<file path="src/rtl/fib_pkg.sv">
// Shared definitions for the Fibonacci display: timer state encodings and
// the default 1 ms prescale used by every timer channel.
package fib_pkg;

    localparam int unsigned FIB_PRESCALE_1MS = 12000;

    typedef enum logic [1:0] {
        TMR_IDLE = 2'd0,
        TMR_RUN  = 2'd1,
        TMR_DONE = 2'd2
    } tmr_state_e;

    // Prescale counter width: clog2(p), never below one bit.
    function automatic int unsigned prescale_width(input int unsigned p);
        return (p > 1) ? $clog2(p) : 1;
    endfunction

endpackage

</file>
<file path="src/rtl/tick_gen.sv">
// Prescale counter: free-runs while enabled and flags the PRESCALE-1 -> 0 wrap
// as a single-cycle combinational tick.
module tick_gen
    import fib_pkg::*;
#(
    parameter int unsigned PRESCALE = FIB_PRESCALE_1MS
) (
    input  logic clock_in,
    input  logic reset_in,
    input  logic clear_i,
    input  logic enable_i,
    output logic tick_c_o
);

    localparam int unsigned PW = prescale_width(PRESCALE);
    localparam logic [PW-1:0] LAST = PW'(PRESCALE - 1);

    logic [PW-1:0] cnt_q;
    logic [PW-1:0] cnt_d;

    assign tick_c_o = enable_i && (cnt_q == LAST);

    always_comb begin
        cnt_d = cnt_q;
        if (clear_i) begin
            cnt_d = '0;
        end else if (enable_i) begin
            cnt_d = (cnt_q == LAST) ? '0 : cnt_q + PW'(1);
        end
    end

    always_ff @(posedge clock_in) begin
        if (!reset_in) begin
            cnt_q <= '0;
        end else begin
            cnt_q <= cnt_d;
        end
    end

endmodule

</file>
<file path="src/rtl/delay_timer.sv">
// Programmable one-shot delay timer: counts ticks_in prescaled ticks, then
// holds int_out until the controller restarts or aborts it.
module delay_timer
    import fib_pkg::*;
#(
    parameter int unsigned PRESCALE    = FIB_PRESCALE_1MS,
    parameter int unsigned COUNT_WIDTH = 16
) (
    input  logic                   clock_in,
    input  logic                   reset_in,
    input  logic                   start_in,
    input  logic                   abort_in,
    input  logic [COUNT_WIDTH-1:0] ticks_in,
    output logic                   int_out,
    output logic                   busy_out,
    output logic [COUNT_WIDTH-1:0] remaining_out
);

    if (PRESCALE == 0 || COUNT_WIDTH == 0) begin : g_param_check
        $error("delay_timer: PRESCALE and COUNT_WIDTH must both be at least 1");
    end

    tmr_state_e             state_q;
    tmr_state_e             state_d;
    logic                   int_q;
    logic                   int_d;
    logic                   busy_q;
    logic                   busy_d;
    logic [COUNT_WIDTH-1:0] rem_q;
    logic [COUNT_WIDTH-1:0] rem_d;
    logic                   tick_c;
    logic                   zero_len_c;

    assign zero_len_c = (ticks_in == '0);

    tick_gen #(
        .PRESCALE (PRESCALE)
    ) u_tick_gen (
        .clock_in (clock_in),
        .reset_in (reset_in),
        .clear_i  (start_in || abort_in),
        .enable_i (state_q == TMR_RUN),
        .tick_c_o (tick_c)
    );

    always_ff @(posedge clock_in) begin
        if (!reset_in) begin
            state_q <= TMR_IDLE;
            int_q   <= 1'b0;
            busy_q  <= 1'b0;
            rem_q   <= '0;
        end else begin
            state_q <= state_d;
            int_q   <= int_d;
            busy_q  <= busy_d;
            rem_q   <= rem_d;
        end
    end

    // Priority in every state: abort, then start, then expiry.
    always_comb begin
        state_d = state_q;
        if (abort_in) begin
            state_d = TMR_IDLE;
        end else if (start_in) begin
            state_d = zero_len_c ? TMR_DONE : TMR_RUN;
        end else begin
            case (state_q)
                TMR_IDLE: state_d = TMR_IDLE;
                TMR_RUN:  state_d = (tick_c && rem_q == COUNT_WIDTH'(1)) ? TMR_DONE : TMR_RUN;
                TMR_DONE: state_d = TMR_DONE;
                default:  state_d = TMR_IDLE;
            endcase
        end
    end

    always_comb begin
        int_d  = (state_d == TMR_DONE);
        busy_d = (state_d == TMR_RUN);
        rem_d  = rem_q;
        if (abort_in) begin
            rem_d = '0;
        end else if (start_in) begin
            rem_d = ticks_in;
        end else if (state_q == TMR_RUN && tick_c && rem_q != '0) begin
            rem_d = rem_q - COUNT_WIDTH'(1);
        end else if (state_q != TMR_RUN) begin
            rem_d = '0;
        end
    end

    assign int_out       = int_q;
    assign busy_out      = busy_q;
    assign remaining_out = rem_q;

endmodule

</file>
<file path="config.mk">
export PLATFORM = sky130hd
export DESIGN_NAME = delay_timer
export DESIGN_NICKNAME = d
export VERILOG_FILES = /design/src/rtl/fib_pkg.sv /design/src/rtl/tick_gen.sv /design/src/rtl/delay_timer.sv
export SDC_FILE = /design/constraint.sdc
export NUM_CORES = 1
export LEC_CHECK = 0
export BUFFER_PORTS_ARGS = -buffer_cell sky130_fd_sc_hd__buf_2
export CORE_MARGIN = 5
export CORE_UTILIZATION = 42
export DETAILED_ROUTE_END_ITERATION = 8
export PLACE_DENSITY = 0.64
export SYNTH_ARGS = -nofsm -noshare
export SYNTH_HDL_FRONTEND = slang
export SYNTH_HIERARCHICAL = 1
export SYNTH_SLANG_ARGS = --single-unit
</file>
<file path="constraint.sdc">
create_clock -name clock_in -period 4.85 [get_ports clock_in]
set_clock_uncertainty 0.05 [all_clocks]
set_input_delay 0.97 -clock clock_in [delete_from_list [all_inputs] [get_ports clock_in]]
set_output_delay 0.97 -clock clock_in [all_outputs]
set_load 0.01 [all_outputs]
</file>
; ---- Word-level counts from Yosys, hierarchy flattened
; Index checks and enable logic that the tools add are counted.
[word_totals]
inputBits = 20
out_inout_bits = 18
register_bits = 34
[op_classes]
eq_ne = 7
n_mux = 9
reduce_logical = 10
addsub = 2
n_bitwise = 1
[op_table]
columns = cell, n
row1 = 16-bit two-way mux, 3
row2 = "16-bit by 1-bit == test with 1-bit output, second input constant", 1
row3 = 16-bit zero test, 1
row4 = 16-bit nonzero test, 1
row5 = "16-bit by 1-bit subtractor with 16-bit output, second input constant", 1
row6 = "14-bit by 1-bit adder with 14-bit output, second input constant", 1
row7 = "14-bit == test, second input constant", 1
row8 = 14-bit two-way mux, 1
row9 = 2-bit two-way mux, 4
row10 = "2-bit by 1-bit == test with 1-bit output, second input constant", 2
row11 = "2-bit == test, second input constant", 2
row12 = 1-bit logical AND, 4
row13 = 2-bit one-hot mux with 2 select lines, 1
row14 = 2-bit OR reduction, 2
row15 = 3-bit nonzero test, 1
row16 = "2-bit by 1-bit inequality test with 1-bit output, second input constant", 1
row17 = 1-bit logical OR, 1
row18 = 1-bit inverter, 1

; ---- Depth between registers and ports, before layout
[logic_depth]
word_depth = 8
mapped_depth = 10
mapped_depth_nobuf = 9

; ---- Cells and area by module
; Netlist, hierarchy kept.
[modules_own_cells]
columns = mod, n_inst, cells_each, area_each_um2
row1 = delay_timer, 1, 147, 1197.4
row2 = tick_gen, 1, 76, 694.4

; ---- Worst setup path before layout
; No wires, ideal clock.
[synth_path]
kind = reg-to-reg
from = register u_tick_gen.cnt_q[6]
to = register rem_q[13], in the netlist remaining_out[13]
stages_incl_launch_ff = 9
synth_period_minus_slack_ns = 2.525
slack_ns = 2.325
setup_time_ns = 0.069
arrival_time_ns = 2.406
path_cell_list = dfxtp_1 -> nand2_1 -> or4_4 -> nor3_1 -> or3b_2 -> nor4_4 -> nand3_1 -> xor2_1 -> o21ai_1
[synth_via]
elab_chain_len = 6
word_cells_on_any_way = 7
classes_between = 1 x eq/ne / 2 x mux / 4 x reduce/logical
[synth_lines]
columns = element, line
row1 = from (decl), tick_gen.sv:18  ; logic [PW-1:0] cnt_q;
row2 = from (signal assigned), tick_gen.sv:36  ; cnt_q <= cnt_d;
row3 = 14-bit == test (*), tick_gen.sv:21  ; assign tick_c_o = enable_i && (cnt_q == LAST);
row4 = 1-bit logical AND (*), tick_gen.sv:21
row5 = net tick_c, delay_timer.sv:31  ; logic tick_c;
row6 = 1-bit logical AND (*) (2 in a row), delay_timer.sv:85  ; end else if (state_q == TMR_RUN && tick_c && rem_q != '0) begin
row7 = 16-bit two-way mux, delay_timer.sv:85
row8 = 16-bit two-way mux, delay_timer.sv:83  ; end else if (start_in) begin
row9 = to (signal assigned), delay_timer.sv:56  ; rem_q <= rem_d;
row10 = to (decl), delay_timer.sv:29  ; logic [COUNT_WIDTH-1:0] rem_q;
; The timed path passes the listed nets; every way through them passes the cells marked *.
; A chain may end at the register's enable or synchronous reset.

; ---- Final worst setup path
[layout_path]
from = register state_q[1]
to = register rem_q[13], in the netlist remaining_out[13]
[layout_via]
elab_chain_len = 6
word_cells_on_any_way = 8
classes_between = 2 x eq/ne / 2 x mux / 4 x reduce/logical
[layout_lines]
columns = element, line
row1 = from (decl), delay_timer.sv:23  ; tmr_state_e state_q;
row2 = from (signal assigned), delay_timer.sv:53  ; state_q <= state_d;
row3 = 2-bit by 1-bit == test with 1-bit output (*), delay_timer.sv:42  ; .enable_i (state_q == TMR_RUN),
row4 = 1-bit logical AND (*), tick_gen.sv:21
row5 = net tick_c, delay_timer.sv:31
row6 = 1-bit logical AND (*) (2 in a row), delay_timer.sv:85
row7 = 16-bit two-way mux, delay_timer.sv:85
row8 = 16-bit two-way mux, delay_timer.sv:83
; Marks and branches as above.

==> impl_metrics.json <==
{
  "setup_viol": 0,
  "r2r-start": "state_q[1]",
  "final_cell_count_no_fill": 315,
  "holdPathEnd": "remaining_out[1]",
  "worstSkewPairLatency_ps": 290,
  "worst_r2r_endpoint": "remaining_out[13]",
  "gr-usage-all-layers_pct": 16.98,
  "max_freq_mhz": 343.7,
  "synth.distinct_cells": 50,
  "cpMaxStageDelayCell": "nor3_1",
  "layout_min_cycle_time_ps": 2909,
  "crit_required_ps": 5020,
  "clk_pin_slew_ps": 70,
  "synth_top_cells_by_area": "dfxtp_1 36%, xnor2_1 5.1%, nand2_1 4.6%",
  "antennaDiodeCount": 0,
  "drive_above_1_share_pct": 21.67,
  "dieArea_mm2": 0.005947,
  "initial_core_util_pct": 43.45,
  "cpPeakStageDelay_ps": 560,
  "synthesis.area_mm2": 0.001892,
  "async_flop_share_pct": 0,
  "period_share_pct": 59.99,
  "worstSetupStartpointType": "register",
  "cts_buffers": 5,
  "drtIter0Drc": 126,
  "synthCells": 223,
  "ant_nets": 0,
  "wire_per_inst_um": 15.19,
  "clkPwrFrac_pct": 42.3,
  "reg2reg_depth": 9,
  "sw_frac_of_total_pct": 24.07,
  "boundaryPins": 38,
  "clock_sinks": 34,
  "ys_top_cells_by_count": "34 x dfxtp_1, 23 x nand2_1, 22 x nor2_1",
  "synth.avg_cell_area_um2": 8.483,
  "synth_warnings": 6,
  "drt_first_pass_iters": 4,
  "synth_top_cell_by_area": "dfxtp_1",
  "grt_overflow_total": 0,
  "whs_path_depth": 2,
  "grt_max_degree": 14,
  "root_buffer": "clkbuf_8",
  "io_buffer_count": 37,
  "drt-total-wl_um": 4786,
  "drt_drc_violations_left": 0,
  "syn-num-nets": 249,
  "hold_viol_final": 0,
  "synth_flop_cell": "dfxtp_1",
  "dp.cells": 307,
  "path_cells": "inv_1 > ha_1 > nand4_4 > nor3_1 > or3b_2 > nor4_4 > nand3_1 > xor2_1 > o21ai_1",
  "antenna_found_initial": 0,
  "cts_tree": "yes",
  "cts_max_level": 2,
  "fillers": 443,
  "viasPerCell": 5.702,
  "critPathCaptureType": "register",
  "critPathArrivalTime_ps": 3080,
  "pwr-share-seq_pct": 47.7,
  "clk_path_buf_depth": 2,
  "rrSetupSlack_ps": 1940,
  "crit_type": "register to register",
  "post_cts_buffers": 0,
  "p_leak_nw": 0.8408,
  "synth-seq-cells": 34,
  "place.gp.congestion": 0.9398,
  "holdWs_ps": 480.8,
  "synth-edff-count": 0,
  "rsz0062_at_grt": "no",
  "p_total_mw": 0.6086,
  "hold_path.class": "register to register",
  "tns_ps": 0,
  "yosysSeqAreaShare_pct": 35.98,
  "rows": 24,
  "synth.top_cell.area_share_pct": 35.98,
  "die_h_um": 77.12,
  "peakVddDrop_mv": 0.1516,
  "vias": 1796,
  "slew_violations": 0,
  "p_per_area_mw_per_mm2": 275.0,
  "slew_headroom_pct": 59.59,
  "max-cap-violations": 0,
  "grt_pass1_wl_um": 8286,
  "worst-path-max-fanout": 11,
  "worst_pin_slew_ps": 601.5,
  "dp_hpwl_um": 3613,
  "p_int_mw": 0.4621,
  "nets": 288,
  "synth_most_common_cell": "dfxtp_1",
  "hold_start": "remaining_out[1]",
  "coreArea_mm2": 0.004354,
  "grt_pass1_vias": 1693,
  "p_sw_mw": 0.1465,
  "die_x_um": 77.12,
  "post-route-util_pct": 50.83,
  "power.share.combinational_pct": 10.0,
  "cts_hold_buf": 0,
  "outcome": "finished, final reports clean",
  "area_growth_pct": 17.00,
  "cts_resized": 0
}
## how the worst max path moves through the flow
| stage | slack, ps | from | endpoint | cells after the start |
|---|---|---|---|---|
| after floorplan | 2330 | u_tick_gen/cnt_q[6] | remaining_out[13] | 8 |
| after global placement | 2080 | state_q[1] | remaining_out[14] | 9 |
| after detailed placement | 1990 | state_q[1] | remaining_out[15] | 9 |
| after CTS | 1950 | state_q[1] | remaining_out[15] | 9 |
| after global routing | 1650 | state_q[0] | remaining_out[14] | 8 |
| final | 1940 | state_q[1] | remaining_out[13] | 9 |
## layout make-up
class                           instances  area (µm²)  share of cell area, %
Clock buffer                            7       76.32                  3.448
Clock inverter                          1       30.03                  1.357
Inverter                               10       37.54                  1.696
Multi-Input combinational cell        174        1139                  51.44
Sequential cell                        34       680.7                  30.75
Tap cell                               52       65.06                  2.940
Timing Repair Buffer                   37       185.2                  8.366
## cell families after synthesis
| family | count (synthesis) | share of synthesized area [%] |
|---|---|---|
| AO/OA/AOI/OAI | 38 | 14.49 |
| XOR/XNOR | 17 | 7.870 |
| adder cells (fa/ha/maj) | 6 | 3.968 |
| buffers and inverters | 15 | 3.836 |
| flip-flops | 34 | 35.98 |
| multiplexers | 1 | 0.5291 |
| AND/OR/NAND/NOR | 112 | 33.33 |
## metal layers
| metal | up-vias | wire [µm] | global-route usage (%) |
|---|---|---|---|
| met3 | 8 | 359 | 5.035 |
| met5 | - | 0 | 0 |
| met2 | 57 | 1995 | 24.36 |
| met1 | 835 | 2365 | 24.48 |
| met4 | 0 | 65 | 4.639 |
| li1 | 896 | - | - |
## flip-flops by register name, indices dropped and copies added, names as in the netlist
signal            cells
busy_out              1
u_tick_gen/cnt_q     14
int_out               1
state_q               2
remaining_out        16
## critical path, delay by kind of cell (launching register included)
kind,cells,cell delay (ps)
xor+xnor,1,170
flops,1,310
compound gates,1,120
simple gates,5,1730
buf+inv,1,50
fa+ha+maj,1,420
## placed cells by master, fill, tap and decap left out, drive strengths merged, types with 4 or more instances in the layout
master	netlist	layout
a21oi	8	8
buf	3	37
clkbuf	2	7
dfxtp	34	34
ha	6	6
inv	10	10
nand2	23	23
nand3	12	12
nand4	10	10
nor2	23	23
nor3	7	7
nor4	11	11
o21ai	9	9
or2	4	4
xnor2	11	11
xor2	6	6
## power by group through the flow
stage               clock network (mW)  registers (mW)  logic [mW]
CTS                              0.264           0.290      0.0608
finish                           0.258           0.290      0.0607
global placement                     0           0.297      0.0602
detailed placement                   0           0.297      0.0604
global route                     0.278           0.291      0.0681
floorplan                            0           0.297      0.0367
## stage by stage
step | worst slack, ps | area (µm²)
after floorplan | 2325 | 1892
after global placement | 2082 | 2107
after detailed placement | 1986 | 2107
after CTS | 1954 | 2213
after global routing | 1649 | 2213
final | 1941 | 2213
Power figures use the tool's default switching activity.
